<file path="config.mk">
export PLATFORM = sky130hd
export DESIGN_NAME = wb_stage
export DESIGN_NICKNAME = d
export VERILOG_FILES = /design/src/rtl/wb_stage.sv
export SDC_FILE = /design/constraint.sdc
export NUM_CORES = 1
export LEC_CHECK = 0
export BUFFER_PORTS_ARGS = -buffer_cell sky130_fd_sc_hd__buf_2
export CAP_MARGIN = 40
export CELL_PAD_IN_SITES_DETAIL_PLACEMENT = 1
export CELL_PAD_IN_SITES_GLOBAL_PLACEMENT = 2
export CORE_MARGIN = 1
export CORE_UTILIZATION = 36
export DETAILED_ROUTE_END_ITERATION = 8
export PLACE_DENSITY_LB_ADDON = 0.1
export REMOVE_ABC_BUFFERS = 1
export SLEW_MARGIN = 10
export SYNTH_ARGS = -nofsm -noshare
export SYNTH_HDL_FRONTEND = slang
export SYNTH_SLANG_ARGS = --single-unit
export TNS_END_PERCENT = 20
</file>
<file path="constraint.sdc">
create_clock -name clk -period 3.75 [get_ports clk]
set_clock_uncertainty 0.2 [all_clocks]
set_input_delay 0.375 -clock clk [delete_from_list [all_inputs] [get_ports clk]]
set_output_delay 0.375 -clock clk [all_outputs]
set_load 0.1 [all_outputs]
</file>
<file path="src/rtl/wb_stage.sv">
// wb_stage: writeback stage, owner of the single register-file write port.
//   Arbitrates the port between in-order MEM results and out-of-order FPU
//   completions. FPU results that cannot be written immediately are held in
//   a small FIFO. Also keeps a retire counter and detects halt.
// Ports:
//   clk, rst                    clock (rising edge); async active-low reset
//   Z_in/alu_in/mem_in          MEM-stage destination, ALU result, load data
//   cntrl_w_in                  [0]=load [1]=store [2]=ALU write [3]=halt
//   stall_in                    1 = MEM inputs are a bubble
//   fpu_valid/fpu_Z/fpu_data    FPU completion
//   fpu_stall_out               FIFO full, so the FPU must hold its result
//   rf_we/rf_waddr/rf_wdata     registered register-file write port
//   retire_cnt, halted          retired-instruction count, halt status
//   overflow                    sticky: FPU push was attempted while full
module wb_stage #(
  parameter int DATA_W   = 32,
  parameter int REG_AW   = 4,
  parameter int FQ_DEPTH = 4
) (
  input  logic              clk,
  input  logic              rst,
  input  logic [REG_AW-1:0] Z_in,
  input  logic [DATA_W-1:0] alu_in,
  input  logic [DATA_W-1:0] mem_in,
  input  logic [3:0]        cntrl_w_in,
  input  logic              stall_in,
  input  logic              fpu_valid,
  input  logic [REG_AW-1:0] fpu_Z,
  input  logic [DATA_W-1:0] fpu_data,
  output logic              fpu_stall_out,
  output logic              rf_we,
  output logic [REG_AW-1:0] rf_waddr,
  output logic [DATA_W-1:0] rf_wdata,
  output logic [31:0]       retire_cnt,
  output logic              halted,
  output logic              overflow
);
  localparam int PW = $clog2(FQ_DEPTH);
  localparam logic [PW:0] FULL_CNT = FQ_DEPTH[PW:0];

  logic [FQ_DEPTH-1:0][REG_AW-1:0] fq_z_q, fq_z_d;
  logic [FQ_DEPTH-1:0][DATA_W-1:0] fq_d_q, fq_d_d;
  logic [PW-1:0] wptr_q, wptr_d, rptr_q, rptr_d;
  logic [PW:0]   cnt_q, cnt_d;
  logic              we_q, we_d;
  logic [REG_AW-1:0] waddr_q, waddr_d;
  logic [DATA_W-1:0] wdata_q, wdata_d;
  logic [31:0]       retire_q, retire_d;
  logic              halted_q, halted_d;
  logic              hpend_q, hpend_d;
  logic              ovf_q, ovf_d;

  logic mem_valid, mem_wr, fq_ne, fq_full, pop, bypass, push_req, push, fpu_wr;
  logic [REG_AW-1:0] sel_addr;

  always_comb begin
    mem_valid = !stall_in && (cntrl_w_in != 4'd0) && !halted_q;
    mem_wr    = mem_valid && (cntrl_w_in[0] || cntrl_w_in[2]);
    fq_ne     = (cnt_q != '0);
    fq_full   = (cnt_q == FULL_CNT);
    pop       = !mem_wr && fq_ne;
    // Bypass only with an empty FIFO so FPU results stay in order.
    bypass    = !mem_wr && !fq_ne && fpu_valid;
    push_req  = fpu_valid && !bypass;
    push      = push_req && !fq_full;
    fpu_wr    = pop || bypass;

    fq_z_d  = fq_z_q;
    fq_d_d  = fq_d_q;
    wptr_d  = wptr_q;
    rptr_d  = rptr_q;
    cnt_d   = cnt_q;
    if (push) begin
      fq_z_d[wptr_q] = fpu_Z;
      fq_d_d[wptr_q] = fpu_data;
      wptr_d         = wptr_q + 1'b1;
    end
    if (pop) rptr_d = rptr_q + 1'b1;
    case ({push, pop})
      2'b10:   cnt_d = cnt_q + 1'b1;
      2'b01:   cnt_d = cnt_q - 1'b1;
      default: cnt_d = cnt_q;
    endcase

    sel_addr = '0;
    wdata_d  = '0;
    if (mem_wr) begin
      sel_addr = Z_in;
      wdata_d  = cntrl_w_in[0] ? mem_in : alu_in;
    end else if (pop) begin
      sel_addr = fq_z_q[rptr_q];
      wdata_d  = fq_d_q[rptr_q];
    end else if (bypass) begin
      sel_addr = fpu_Z;
      wdata_d  = fpu_data;
    end
    // Register 0 is hardwired: the slot is consumed and retired, never written.
    we_d    = (mem_wr || fpu_wr) && (sel_addr != '0);
    waddr_d = sel_addr;

    retire_d = retire_q + {31'd0, mem_valid} + {31'd0, fpu_wr};
    ovf_d    = ovf_q || (push_req && fq_full);
    hpend_d  = hpend_q || (mem_valid && cntrl_w_in[3]);
    halted_d = halted_q || (hpend_q && !fq_ne && !fpu_valid);
  end

  always_ff @(posedge clk or negedge rst) begin
    if (!rst) begin
      fq_z_q   <= '0;
      fq_d_q   <= '0;
      wptr_q   <= '0;
      rptr_q   <= '0;
      cnt_q    <= '0;
      we_q     <= 1'b0;
      waddr_q  <= '0;
      wdata_q  <= '0;
      retire_q <= '0;
      halted_q <= 1'b0;
      hpend_q  <= 1'b0;
      ovf_q    <= 1'b0;
    end else begin
      fq_z_q   <= fq_z_d;
      fq_d_q   <= fq_d_d;
      wptr_q   <= wptr_d;
      rptr_q   <= rptr_d;
      cnt_q    <= cnt_d;
      we_q     <= we_d;
      waddr_q  <= waddr_d;
      wdata_q  <= wdata_d;
      retire_q <= retire_d;
      halted_q <= halted_d;
      hpend_q  <= hpend_d;
      ovf_q    <= ovf_d;
    end
  end

  assign fpu_stall_out = fq_full;
  assign rf_we         = we_q;
  assign rf_waddr      = waddr_q;
  assign rf_wdata      = wdata_q;
  assign retire_cnt    = retire_q;
  assign halted        = halted_q;
  assign overflow      = ovf_q;
endmodule
</file>
* After elaboration in Yosys (flattened, before gate mapping) *
Cells that the tools add are included.

storage, ports and cells
  register bits after elaboration = 223
  input port bits = 112
  output and inout bits = 72

cells by class
  add/sub/neg operators = 6
  magnitude comparators = 3
  eq/ne operators = 3
  muxes and demuxes = 18
  reduce and logical (&&, ||, !) cells = 31

operator list
  kind                 count
  $mux 32              6
  $bwmux 128           1
  $add 32x1->32        2
  $bmux 32 s2          1
  $demux 32 s2         1
  $mux 4               5
  $bwmux 16            1
  $logic_and 1x1->1    14
  $bmux 4 s2           1
  $demux 4 s2          1
  $reduce_bool 4->1    2
  $logic_not 1->1      7
  $logic_or 1x1->1     6
  $lt 2x3->1 const B   2
  $pmux 3 s2           1
  $add 2x1->2 const B  2
  $add 3x1->3 const B  1
  $eq 3x3->1 const B   1
  $reduce_bool 3->1    1
  $sub 3x1->3 const B  1
  $eq 2x1->1 const B   1
  $eq 2x2->1 const B   1
  $ge 2x1->1 const B   1
  $reduce_bool 2->1    1

* Depth between registers and ports, before layout *
Gate-level depths: netlist of run 1.

  depth in word-level cells = 12
  depth in mapped cells = 11
  mapped depth without buffers = 10

* Least setup slack after synthesis of run 1 *
OpenSTA, ideal clock, no wires.

  path kind = register -> register
  start point = reg halted_q (netlist: halted)
  end point = reg retire_q[28] (netlist: retire_cnt[28])
  library setup time = 159 ps
  data arrival time = 3248 ps
  path slack = 143 ps
  cell stages (with the launch flop) = 11
  cells stage by stage = dfrtp_1 -> nor2_1 -> o21ai_0 -> o21ai_0 -> fa_1 -> inv_1 -> ha_1 -> inv_1 -> nor4_1 -> nand4_1 -> xnor2_1

on the way
  cells in the longest elaborated chain, start to end = 8

RTL lines
  item                                                                   RTL line  text
  from (decl)                                                            49        logic halted_q, halted_d;
  from (signal assigned)                                                 131       halted_q <= halted_d;
  $logic_not 1->1 (*)                                                    57        mem_valid = !stall_in && (cntrl_w_in != 4'd0) && !halted_q;
  $logic_and 1x1->1 (*)                                                  57
  parallel branches: the longest is 5 deep, another holds $add 32x1->32  n/a
  $add 32x1->32 (*)                                                      101       retire_d = retire_q + {31'd0, mem_valid} + {31'd0, fpu_wr};
  via retire_d[28]                                                       48        logic [31:0] retire_q, retire_d;
  to (signal assigned)                                                   130       retire_q <= retire_d;
  to (decl)                                                              48

Mark *: on every way through the listed nets, which the timed path passes.
A chain may end at the register's enable or synchronous reset.

* Final worst setup path of run 1 *
  start point = reg halted_q (netlist: halted)
  end point = reg retire_q[30] (netlist: retire_cnt[30])

Same word-level chain as after synthesis.

==> summary.md, run 1 <==
| Metric | Value |
|---|---|
| Fmax | `353 MHz` |
| Share of cells above drive strength 1 | `42.6%` |
| Leakage | `6.12 nW` |
| Minimum clock period | `2.83 ns` |
| Die Y | `171 um` |
| Primary FF master, synth | `dfrtp_1` |
| CTS clk-pin slew, worst paths | `0.06 ns` |
| Pins over their slew limit | `0` |
| Clk buf depth | `3` |
| Synthesized netlist cell count | `726` |
| Area Overhead vs Synth | `31.2%` |
| CTS tree | `done` |
| Leading area contributor after synthesis | `dfrtp_1` |
| Post-synthesis xor/xnor area fraction | `3.08%` |
| Multiplexer area fraction after synthesis | `27.1%` |
| Slew headroom | `41.9%` |
| 1st-iter DRT viols | `319` |
| Hold depth | `3` |
| Critical-path cell list | `nor2_1 > o21ai_0 > buf_4 > o21ai_0 > fa_1 > inv_1 > ha_1 > inv_1 > nor4_1 > buf_4 > nand4_1 > xnor2_1` |
| Row count | `61` |
| CP Class | `flop to flop` |
| Peak fanout along the critical path | `7` |
| Largest family of logic cells by synthesized area | `multiplexers` |
| Synth Area in Compound Gates | `4.82%` |
| HPWL Detailed | `17,300 um` |
| Synth top cells by count | `dfrtp_1, mux2_2, and3_1, mux4_2, mux2i_1` |
| Drt pass-1 iters | `4` |
| # setup viols final | `0` |
| RR Startpoint | `halted` |
| Cell variety after synth | `40` |
| Cell Area, Synth | `10,200 um2` |
| Crit. End Element | `flop` |
| Yosys warnings | `0` |
| Clock sinks | `223` |
| Drt total wl | `28,400 um` |
| Crit start category | `flop` |
| Clock latency on the worst-skew pair | `0.53 ns` |
| Worst hold slack | `0.00427 ns` |
| Max-capacitance violation count | `0` |
| Period utilization | `75.5%` |
| Antenna-violating nets left | `0` |
| CP required | `3.95 ns` |
| Via Count | `7,198` |
| IO Port Bufs | `183` |
| Worst setup path endpoint | `retire_cnt[30]` |
| EDFF count, synth | `0` |
| RSZ-0062 raised after global routing | `no` |
| Core area | `27,900 um2` |
| Top-area cell type share of the netlist area | `54.5%` |
| Seq/Total Area, Yosys | `54.5%` |
| PwrDens | `944 nW/um2` |
| Reg2reg path depth | `12` |
| Final instance area | `13,400 um2` |
| Hold buffers post-CTS | `94` |
| Placer Congestion | `0.786` |
| Final Hold Viols | `0` |
| First-pass GRT wire length | `45,800 um` |
| Stages on the worst setup path | `12` |
| Count leader, synth | `dfrtp_1` |
| Total track usage | `20.4%` |
| Initial antenna violation count | `2` |
| Status | `complete, no violations` |
| Origin of the worst setup path | `halted` |
| WP buf/inv | `4` |
| Top-level port count | `184` |
| CP peak stage delay | `0.44 ns` |
| PostCTS Resize Cnt | `0` |
| DIE WIDTH | `171 um` |
| Dpl cell area | `11,600 um2` |
| CP arrival | `3.03 ns` |
| Synth Register Bits | `223` |
| Syn Area/Cell | `14.1 um2` |
| VDD IR max | `0.643 mV` |
| Die area | `29,100 um2` |
| CTS Buf Count | `27` |
| Final Total Pwr | `12.7 mW` |
| Post-synthesis simple-gate area fraction | `6.48%` |
| # DRC | `0` |
| TNS Setup | `0 ns` |
| Vias in the first global route | `8,344` |
| Starting Density | `36.8%` |
| Grt total ovfl | `0` |
| Delay-heaviest family, CP | `adder cells` |
| Worst R2R Setup Slack | `0.92 ns` |
| Post-CTS Setup Inserts | `0` |
| Pin count of the biggest net entering global routing | `108` |
| Asr flop ratio synth | `100%` |
| Via/cell ratio | `5.12` |
| Crit path max-delay cell type | `fa_1` |
| Synth area leaders | `dfrtp_1, mux2_2, mux4_2` |
| CTS root buffer | `clkbuf_16` |
| H-tree depth | `1` |
| Synth Area in Adders | `1.12%` |
| Slew @ Worst Pin | `0.869 ns` |
| Drt wl/cell | `20.2 um` |
| Reg2reg end | `retire_cnt[30]` |
| Worst hold path class | `input pin to flop` |
| Layout net count | `1,125` |
==> logic make-up (layout without fill, tap and decap cells) <==
logic type      Yosys count  count (layout)
flops                   223             223
mux                     214             214
simple gates            116             116
compound gates           75              75
buf+inv                  54             353
xor+xnor                 36              36
fa+ha+maj                 8               8
other cells               0               2
==> power breakdown <==
part           switching, mW  internal (mW)  total, mW
registers              0.624           3.54       4.16
logic                   3.63           2.28       5.92
clock network          0.999           1.61       2.61
total                   5.26           7.43       12.7
==> per-stage QoR <==
step	instances	util (%)	setup WS (ns)
after global routing	1404	48.2	0.657
after global placement	1260	41.6	0.734
after detailed placement	1260	41.6	0.696
final	1405	48.3	0.917
after floorplan	682	-	-0.888
after CTS	1403	48.2	0.860
==> how the worst min path moves through the flow <==
| stage | slack (ns) | to | start |
|---|---|---|---|
| 3_3_place_gp | 0.24 | overflow | overflow |
| 4_1_cts | 0.002 | rf_wdata[3] | alu_in[3] |
| 6_report | 0.004 | rf_wdata[13] | alu_in[13] |
| 5_1_grt | 0.01 | rf_wdata[2] | alu_in[2] |
| 2_1_floorplan | -0.12 | cnt_q[0] | rst |
| 3_5_place_dp | 0.24 | overflow | overflow |
==> worst reg2reg max path, cell delays in order (launching register included) <==
cell	delay, ns
dfrtp_1	0.38
nor2_1	0.09
o21ai_0	0.07
buf_4	0.16
o21ai_0	0.12
fa_1	0.44
inv_1	0.08
ha_1	0.20
inv_1	0.09
nor4_1	0.37
buf_4	0.22
nand4_1	0.11
xnor2_1	0.17
==> registers in the layout (all words and copies together) (netlist names), 2 cells and up <==
| register | cells |
|---|---|
| wptr_q | 2 |
| rf_wdata | 32 |
| rptr_q | 2 |
| cnt_q | 3 |
| rf_waddr | 4 |
| fq_z_q | 16 |
| fq_d_q | 128 |
| retire_cnt | 32 |
==> layout make-up <==
class	instances	area, um2
Fill cell	2888	14400
Sequential cell	223	5590
Clock inverter	12	141
Tap cell	378	473
Clock buffer	37	753
Timing Repair Buffer	294	2070
Antenna cell	2	5.00
Inverter	10	37.5
Multi-Input combinational cell	449	4380
==> metal layers <==
metal	vias to the layer above	routed length, um	global-route usage [%]
met5	-	0	0
met4	0	576	5.21
met3	48	1250	3.24
met2	162	14800	37.5
met1	3741	11800	24.6
li1	3247	-	-
==> placed cells by master (no fill, tap or decap), types with 4 or more instances in the layout <==
master / count
nor2_1: 11
mux4_2: 36
mux2i_1: 33
nor3_1: 6
a211oi_1: 32
a21oi_1: 32
xor2_1: 7
nand3_1: 18
clkinv_2: 7
clkbuf_16: 27
nand2_1: 13
buf_12: 6
xnor2_1: 29
ha_1: 6
clkbuf_8: 4
clkbuf_1: 6
nand4_1: 12
buf_2: 182
dfrtp_1: 221
buf_4: 11
dlygate4sd3_1: 94
inv_1: 10
mux2_2: 145
and3_1: 36
nand3_2: 4
(Power assumes the default switching activity.)
==> run 2: changes to the inputs <==
--- a/config.mk
+++ b/config.mk
@@ -5,12 +5,13 @@
 export SDC_FILE = /design/constraint.sdc
 export NUM_CORES = 1
 export LEC_CHECK = 0
+export ABC_AREA = 1
 export BUFFER_PORTS_ARGS = -buffer_cell sky130_fd_sc_hd__buf_2
 export CAP_MARGIN = 40
 export CELL_PAD_IN_SITES_DETAIL_PLACEMENT = 1
 export CELL_PAD_IN_SITES_GLOBAL_PLACEMENT = 2
 export CORE_MARGIN = 1
-export CORE_UTILIZATION = 36
+export CORE_UTILIZATION = 33
 export DETAILED_ROUTE_END_ITERATION = 8
 export PLACE_DENSITY_LB_ADDON = 0.1
 export REMOVE_ABC_BUFFERS = 1
==> constraint.sdc (replaced) <==
create_clock -name clk -period 2.9 [get_ports clk]
set_clock_uncertainty 0.2 [all_clocks]
set_input_delay 0.29 -clock clk [delete_from_list [all_inputs] [get_ports clk]]
set_output_delay 0.29 -clock clk [all_outputs]
set_load 0.1 [all_outputs]
==> run 2 against run 1 <==
Compared with the run above:
- critical path depth up 1
- worst setup slack worse by 0.73 ns
- flip-flop and latch count did not move
- clock-buffer cell count up 5
- via count increased by 38%
- combinational power increased by 36%
==> summary.md, run 2 <==
| Metric | Value |
|---|---|
| RR Startpoint | `cnt_q[2]` |
| Via Count | `9,969 (+38%)` |
| Worst hold path class | `input pin to flop` |
| CP peak stage delay | `0.41 ns (-0.03 ns)` |
| Cell variety after synth | `32 (-20%)` |
| Crit path max-delay cell type | `dfrtp_1` |
| DIE WIDTH | `182 um (+6.8%)` |
| Synth area leaders | `dfrtp_1, nand2_1, o21ai_0` |
| Die Y | `182 um (+6.8%)` |
| Top-level port count | `184 (unchanged)` |
| Status | `complete, no violations` |
| EDFF count, synth | `0 (unchanged)` |
| First-pass GRT wire length | `57,500 um (+25%)` |
| Final worst slack | `0.184 ns (-0.734 ns)` |
| Peak fanout along the critical path | `3 (-4)` |
| Crit. End Element | `flop` |
| Placer Congestion | `0.766 (-2.6%)` |
| Max-capacitance violation count | `0 (unchanged)` |
| PwrDens | `1160 nW/um2 (+23%)` |
| 1st-iter DRT viols | `430 (+35%)` |
| CTS root buffer | `clkbuf_16` |
| Via/cell ratio | `4.83 (-5.6%)` |
| Reg2reg end | `retire_cnt[20]` |
| Pin count of the biggest net entering global routing | `74 (-31%)` |
| Origin of the worst setup path | `cnt_q[2]` |
| Worst setup path endpoint | `retire_cnt[20]` |
| CP Class | `flop to flop` |
| Slew headroom | `46.2% (+4.2 points)` |
| Post-layout util | `45.2% (-3.0 points)` |
| Pins over their slew limit | `0 (unchanged)` |
| Final Hold Viols | `0 (unchanged)` |
| Fmax | `368 MHz (+4.3%)` |
| TNS Setup | `0 ns (unchanged)` |
| Slew @ Worst Pin | `0.807 ns (-0.0613 ns)` |
| Drt wl/cell | `17.0 um (-16%)` |
| Critical-path cell list | `nor3_4 > nand2_2 > nor2_4 > nor2_1 > fa_1 > inv_1 > ha_1 > nand3_1 > nor2_2 > buf_4 > nand3_2 > nor2_1 > xor2_1` |
| Sequential share of power | `29.7% (-3.1 points)` |
| Share of power burned in combinational logic | `48.5% (+1.8 points)` |
| Area Overhead vs Synth | `34.1%` |
| Grt total ovfl | `0 (unchanged)` |
| Most frequent cells in the layout | `nand2_1, dfrtp_1, o21ai_0` |
| Clock share of power | `21.8% (+1.3 points)` |
| CTS tree | `done` |
| H-tree depth | `1 (unchanged)` |
| # setup viols final | `0 (unchanged)` |
| N_diodes | `0 (-2)` |
| Cell Area, Synth | `10,700 um2 (+4.7%)` |
| Clock latency on the worst-skew pair | `0.54 ns (about the same)` |
| Drt pass-1 iters | `5 (+1)` |
| Row count | `65 (+6.6%)` |
| Synthesized netlist cell count | `1,315 (+81%)` |
| # DRC | `0 (unchanged)` |
| CP required | `3.15 ns (-0.80 ns)` |
| Drt total wl | `35,100 um (+24%)` |
| Leakage | `6.96 nW (+14%)` |
| Clk buf depth | `3 (unchanged)` |
| Worst R2R Setup Slack | `0.18 ns (-0.73 ns)` |
| Top reg by flops | `fq_d_q` |
| Most Frequent Cell on Critical Path | `nor2_1` |
| Synth Register Bits | `223 (unchanged)` |
| Starting Density | `33.7% (-3.1 points)` |
| Period utilization | `93.7% (+18 points)` |
| Die area | `33,200 um2 (+14%)` |
| IO Port Bufs | `183 (unchanged)` |
| Synth top cells by count | `nand2_1, dfrtp_1, o21ai_0` |
| Core area | `31,800 um2 (+14%)` |
| Vias in the first global route | `10,500 (+26%)` |
| Syn Area/Cell | `8.16 um2 (-42%)` |
| Primary FF master, synth | `dfrtp_1` |
| Yosys warnings | `0 (unchanged)` |
| Seq/Total Area, Yosys | `52.0% (-2.4 points)` |
| Count leader, synth | `nand2_1` |
| CTS clk-pin slew, worst paths | `0.06 ns (about the same)` |
| Layout net count | `1,726 (+53%)` |
| Share of cells above drive strength 1 | `17.9% (-25 points)` |
| Antenna-violating nets left | `0 (unchanged)` |
| Commonest non-fill, non-tap cell in the layout | `nand2_1` |
| Internal power | `8.82 mW (+19%)` |
| Clock sinks | `223 (unchanged)` |
| Minimum clock period | `2.72 ns (-0.116 ns)` |
| Post-CTS Setup Inserts | `0 (unchanged)` |
| Total track usage | `21.8% (+1.4 points)` |
| Leading area contributor after synthesis | `dfrtp_1` |
| VDD IR max | `0.731 mV (+14%)` |
| CTS Buf Count | `28 (+3.7%)` |
| Initial antenna violation count | `0 (-2)` |
| Max FFs per register | `128 (unchanged)` |
| Top-area cell type share of the netlist area | `52.0% (-2.4 points)` |
| HPWL Detailed | `21,800 um (+26%)` |
| Crit start category | `flop` |
| Asr flop ratio synth | `100% (unchanged)` |
| Switching part of the total | `47.1% (+5.6 points)` |
| CP arrival | `2.97 ns (-0.06 ns)` |
| Reg2reg path depth | `13 (+1)` |
| DP Worst Slack | `0.0000431 ns (-0.696 ns)` |
| Psw | `7.85 mW (+49%)` |
==> run 2: changes by cell type in the layout (fill, tap and decap cells not counted), moves of 36 or more <==
cell / change
o21ai_0: +182
and3_1: -36
mux2_2: -145
nand2_1: +407
mux4_2: -36
inv_1: +109
==> run 2: power groups by stage <==
stage	clock [mW]	sequential, mW	combinational, mW
floorplan	0	7.31	3.21
global placement	0	4.98	7.81
detailed placement	0	5.02	7.95
CTS	3.74	4.97	8.17
global route	3.87	5.12	8.93
finish	3.63	4.96	8.08
==> run 2: critical path: cells and delay by family (launching register included) <==
family / cells / cell delay, ns
xor gates and xnor gates: 1 / 0.17
adders and majority gates: 2 / 0.58
and+or+nand+nor: 8 / 1.03
DFF: 1 / 0.41
buffers and inverters: 2 / 0.24
==> run 2: how the worst min path moves through the flow <==
stage	start	end	slack (ns)	cells past startpoint
finish	stall_in	retire_cnt[0]	0.03	5
global route	stall_in	retire_cnt[0]	0.07	5
detailed placement	rst	fq_d_q[93]	0.12	1
global placement	rst	rf_wdata[13]	0.11	1
floorplan	rst	cnt_q[0]	-0.21	0
CTS	stall_in	retire_cnt[0]	0.007	5
==> run 2: timing repair <==
item	CTS	global route
hold buffers	111	0
setup endpoints to repair	1	8
endpoints found under the hold margin	261	0
resized for setup	1	6
pin swaps	0	1
==> run 2: kinds of logic after synthesis <==
group / share of synthesized area, %
flops: 52.0
compound gates: 15.3
mux: 2.99
buf+inv: 7.28
fa+ha+maj: 1.07
xor+xnor: 1.71
simple gates: 19.6
==> run 2: layer usage <==
| layer | vias to the layer above | share of wire (%) | global-route usage, % |
|---|---|---|---|
| met3 | 32 | 3.3 | 2.57 |
| met1 | 4923 | 47 | 29.4 |
| met5 | - | 0 | 0 |
| met2 | 191 | 48 | 37.8 |
| li1 | 4823 | - | - |
| met4 | 0 | 1.5 | 3.97 |
==> run 2: area by class of cell <==
cell class	count	area, um2
Fill cell	3821	17400
Sequential cell	223	5580
Multi-Input combinational cell	897	4400
Timing Repair Buffer	333	2420
Clock buffer	42	875
Tap cell	435	544
Inverter	123	462
Clock inverter	9	95.1
==> run 2: stage by stage <==
stage	std cells	power [mW]	cell area, um2	hold WS, ns
global placement	1900	12.8	12300	0.115
floorplan	1243	10.5	10400	-0.206
detailed placement	1900	13.0	12300	0.121
finish	2062	16.7	14400	0.0340
CTS	2062	16.9	14400	0.00736
global route	2062	17.9	14400	0.0728
==> run 3: changes to the inputs <==
--- a/config.mk
+++ b/config.mk
@@ -5,13 +5,14 @@
 export SDC_FILE = /design/constraint.sdc
 export NUM_CORES = 1
 export LEC_CHECK = 0
-export ABC_AREA = 1
+export ABC_AREA = 0
 export BUFFER_PORTS_ARGS = -buffer_cell sky130_fd_sc_hd__buf_2
 export CAP_MARGIN = 40
 export CELL_PAD_IN_SITES_DETAIL_PLACEMENT = 1
 export CELL_PAD_IN_SITES_GLOBAL_PLACEMENT = 2
 export CORE_MARGIN = 1
-export CORE_UTILIZATION = 33
+export CORE_UTILIZATION = 36
+export CTS_BUF_LIST = sky130_fd_sc_hd__clkbuf_4
 export DETAILED_ROUTE_END_ITERATION = 8
 export PLACE_DENSITY_LB_ADDON = 0.1
 export REMOVE_ABC_BUFFERS = 1
==> run 3 against run 2 <==
Compared with the run above:
- clock-buffer cell count up 58
- power fell by 1.0%
- design area shrank 3.7%
- combinational power down 1%
- final cell count shrank 26%
- via count down 23%
- flip-flop and latch count unchanged
- clock power fell by 14%
- largest cell class unchanged
==> summary.md, run 3 (synthesis results as in run 1) <==
| Metric | Value |
|---|---|
| Drt total wl | `29,500 um (-16%)` |
| Worst hold path class | `input pin to flop` |
| Reg2reg path depth | `5 (-8)` |
| Status | `complete, no violations` |
| Core area | `27,900 um2 (-12%)` |
| CTS root buffer | `clkbuf_4` |
| Pin count of the biggest net entering global routing | `65 (-12%)` |
| Delay-heaviest family, CP | `flip-flops` |
| # DRC | `0 (unchanged)` |
| Vias in the first global route | `8,820 (-16%)` |
| CTS tree | `done` |
| Worst R2R Setup Slack | `0.11 ns (-0.08 ns)` |
| Most frequent cells in the layout | `dfrtp_1, buf_2, mux2_2` |
| Final worst slack | `0.108 ns (-0.0761 ns)` |
| Post-CTS Setup Inserts | `0 (unchanged)` |
| RSZ-0062 raised after global routing | `yes` |
| CTS Buf Count | `66 (+140%)` |
| First-pass GRT wire length | `47,600 um (-17%)` |
| Commonest non-fill, non-tap cell in the layout | `dfrtp_1` |
| Clock sinks | `223 (unchanged)` |
| Crit. End Element | `flop` |
| Worst hold slack | `0.0565 ns (+0.0225 ns)` |
| Via Count | `7,665 (-23%)` |
| Clock latency on the worst-skew pair | `0.66 ns (+0.12 ns)` |
| Antenna-violating nets left | `0 (unchanged)` |
| H-tree depth | `3 (+2)` |
| Starting Density | `36.8% (+3.1 points)` |
| CP required | `3.21 ns (+0.06 ns)` |
| DIE WIDTH | `171 um (-6.3%)` |
| Fmax | `358 MHz (-2.7%)` |
| VDD IR max | `1.08 mV (+48%)` |
| Via/cell ratio | `5.04 (+4.3%)` |
| Final Total Pwr | `16.5 mW (-1.0%)` |
| Clk buf depth | `3 (unchanged)` |
| IO Port Bufs | `183 (unchanged)` |
| Hold path startpoint | `cntrl_w_in[2]` |
| Hold Path End | `rf_waddr[3]` |
| Max-capacitance violation count | `0 (unchanged)` |
| Final Hold Viols | `0 (unchanged)` |
| HPWL Detailed | `18,300 um (-16%)` |
| Pins over their slew limit | `0 (unchanged)` |
| # setup viols final | `0 (unchanged)` |
| Slew @ Worst Pin | `0.825 ns (+0.0171 ns)` |
| Slew headroom | `44.9% (-1.3 points)` |
| Leakage | `6.38 nW (-8.3%)` |
| TNS Setup | `0 ns (unchanged)` |
| Minimum clock period | `2.79 ns (+0.0761 ns)` |
| PwrDens | `1190 nW/um2 (+2.8%)` |
| Top reg by flops | `fq_d_q` |
| Share of cells above drive strength 1 | `45.6% (+28 points)` |
| Placer Congestion | `0.825 (+7.7%)` |
| Critical-path cell list | `mux4_2 > nand2_2 > a31oi_4 > a2111o_1 > dlygate4sd3_1` |
| Area Overhead vs Synth | `35.2%` |
| Fillcell total | `2,911 (-24%)` |
| Drt wl/cell | `19.4 um (+14%)` |
| CTS clk-pin slew, worst paths | `0.07 ns (about the same)` |
| Top-level port count | `184 (unchanged)` |
| Crit start category | `flop` |
| Max FFs per register | `128 (unchanged)` |
| Reg2reg end | `rf_we` |
| Layout net count | `1,208 (-30%)` |
| Initial antenna violation count | `2 (+2)` |
| Period utilization | `96.3% (+2.6 points)` |
| Total track usage | `21.4% (-0.43 points)` |
| Final instance area | `13,800 um2 (-3.7%)` |
| Drt pass-1 iters | `4 (-1)` |
| Row count | `61 (-6.2%)` |
| Dpl cell area | `11,700 um2 (-5.0%)` |
| DP Worst Slack | `0.118 ns (+0.118 ns)` |
| 1st-iter DRT viols | `292 (-32%)` |
| RR Startpoint | `rptr_q[0]` |
| Die area | `29,100 um2 (-12%)` |
| CP Class | `flop to flop` |
| CP peak stage delay | `0.72 ns (+0.31 ns)` |
| WP buf/inv | `1 (-1)` |
| Grt total ovfl | `0 (unchanged)` |
| Hold depth | `4 (-1)` |
| Peak fanout along the critical path | `22 (+19)` |
| Die Y | `171 um (-6.3%)` |
| CP arrival | `3.10 ns (+0.13 ns)` |
| Crit path max-delay cell type | `dfrtp_4` |
## run 3: worst max path at each step
stage                     cells past startpoint           from  slack, ns             end
final                                         5      rptr_q[0]       0.11           rf_we
after global routing                         10  cntrl_w_in[0]     -0.006    rf_wdata[28]
after CTS                                     6         halted       0.05           rf_we
after detailed placement                     11  cntrl_w_in[2]       0.12  retire_cnt[20]
after global placement                       11  cntrl_w_in[2]       0.21  retire_cnt[30]
after floorplan                               9         halted      -1.74        cnt_q[2]
## run 3: area by class of cell
type / count / area (um2) / area share, %
antenna: 3 / 7.51 / 0.0542
clock buffer: 100 / 751 / 5.42
clock inverter: 19 / 129 / 0.931
inverter: 10 / 37.5 / 0.271
multi-input combinational: 449 / 4410 / 31.8
sequential: 223 / 5590 / 40.3
tap: 378 / 473 / 3.41
timing repair buffer: 338 / 2460 / 17.8
## run 3: tightest hold or removal path, delay by kind of cell
| kind | cells | cell delay (ns) |
|---|---|---|
| AOI/OAI and AO/OA | 2 | 0.26 |
| buffers and inverters | 2 | 0.28 |
## run 3: stage by stage
stage / util, % / cells
6_report: 49.7 / 1520
5_1_grt: 49.7 / 1519
4_1_cts: 49.6 / 1517
3_5_place_dp: 41.9 / 1274
3_3_place_gp: 41.9 / 1274
2_1_floorplan: - / 682
## run 3: timing repair
action                     4_1_cts  5_1_grt
hold buffers                   124        0
setup endpoints to repair        0        6
hold endpoints to repair       398        0
resized for setup                0        7
## run 3: per-layer routing
metal  GRT usage (%)  vias up  routed length [um]
li1                -     3457                   -
met1            25.5     3913               12200
met2            37.7      234               14900
met3            4.37       61                1650
met4            8.26        0                 681
met5               0        -                   0
## run 3: power by group
group / total [mW] / leakage [nW] / internal, mW / switching, mW
registers: 5.40 / 2.69 / 4.57 / 0.827
logic: 7.97 / 3.18 / 3.22 / 4.75
clock network: 3.13 / 0.519 / 1.75 / 1.38
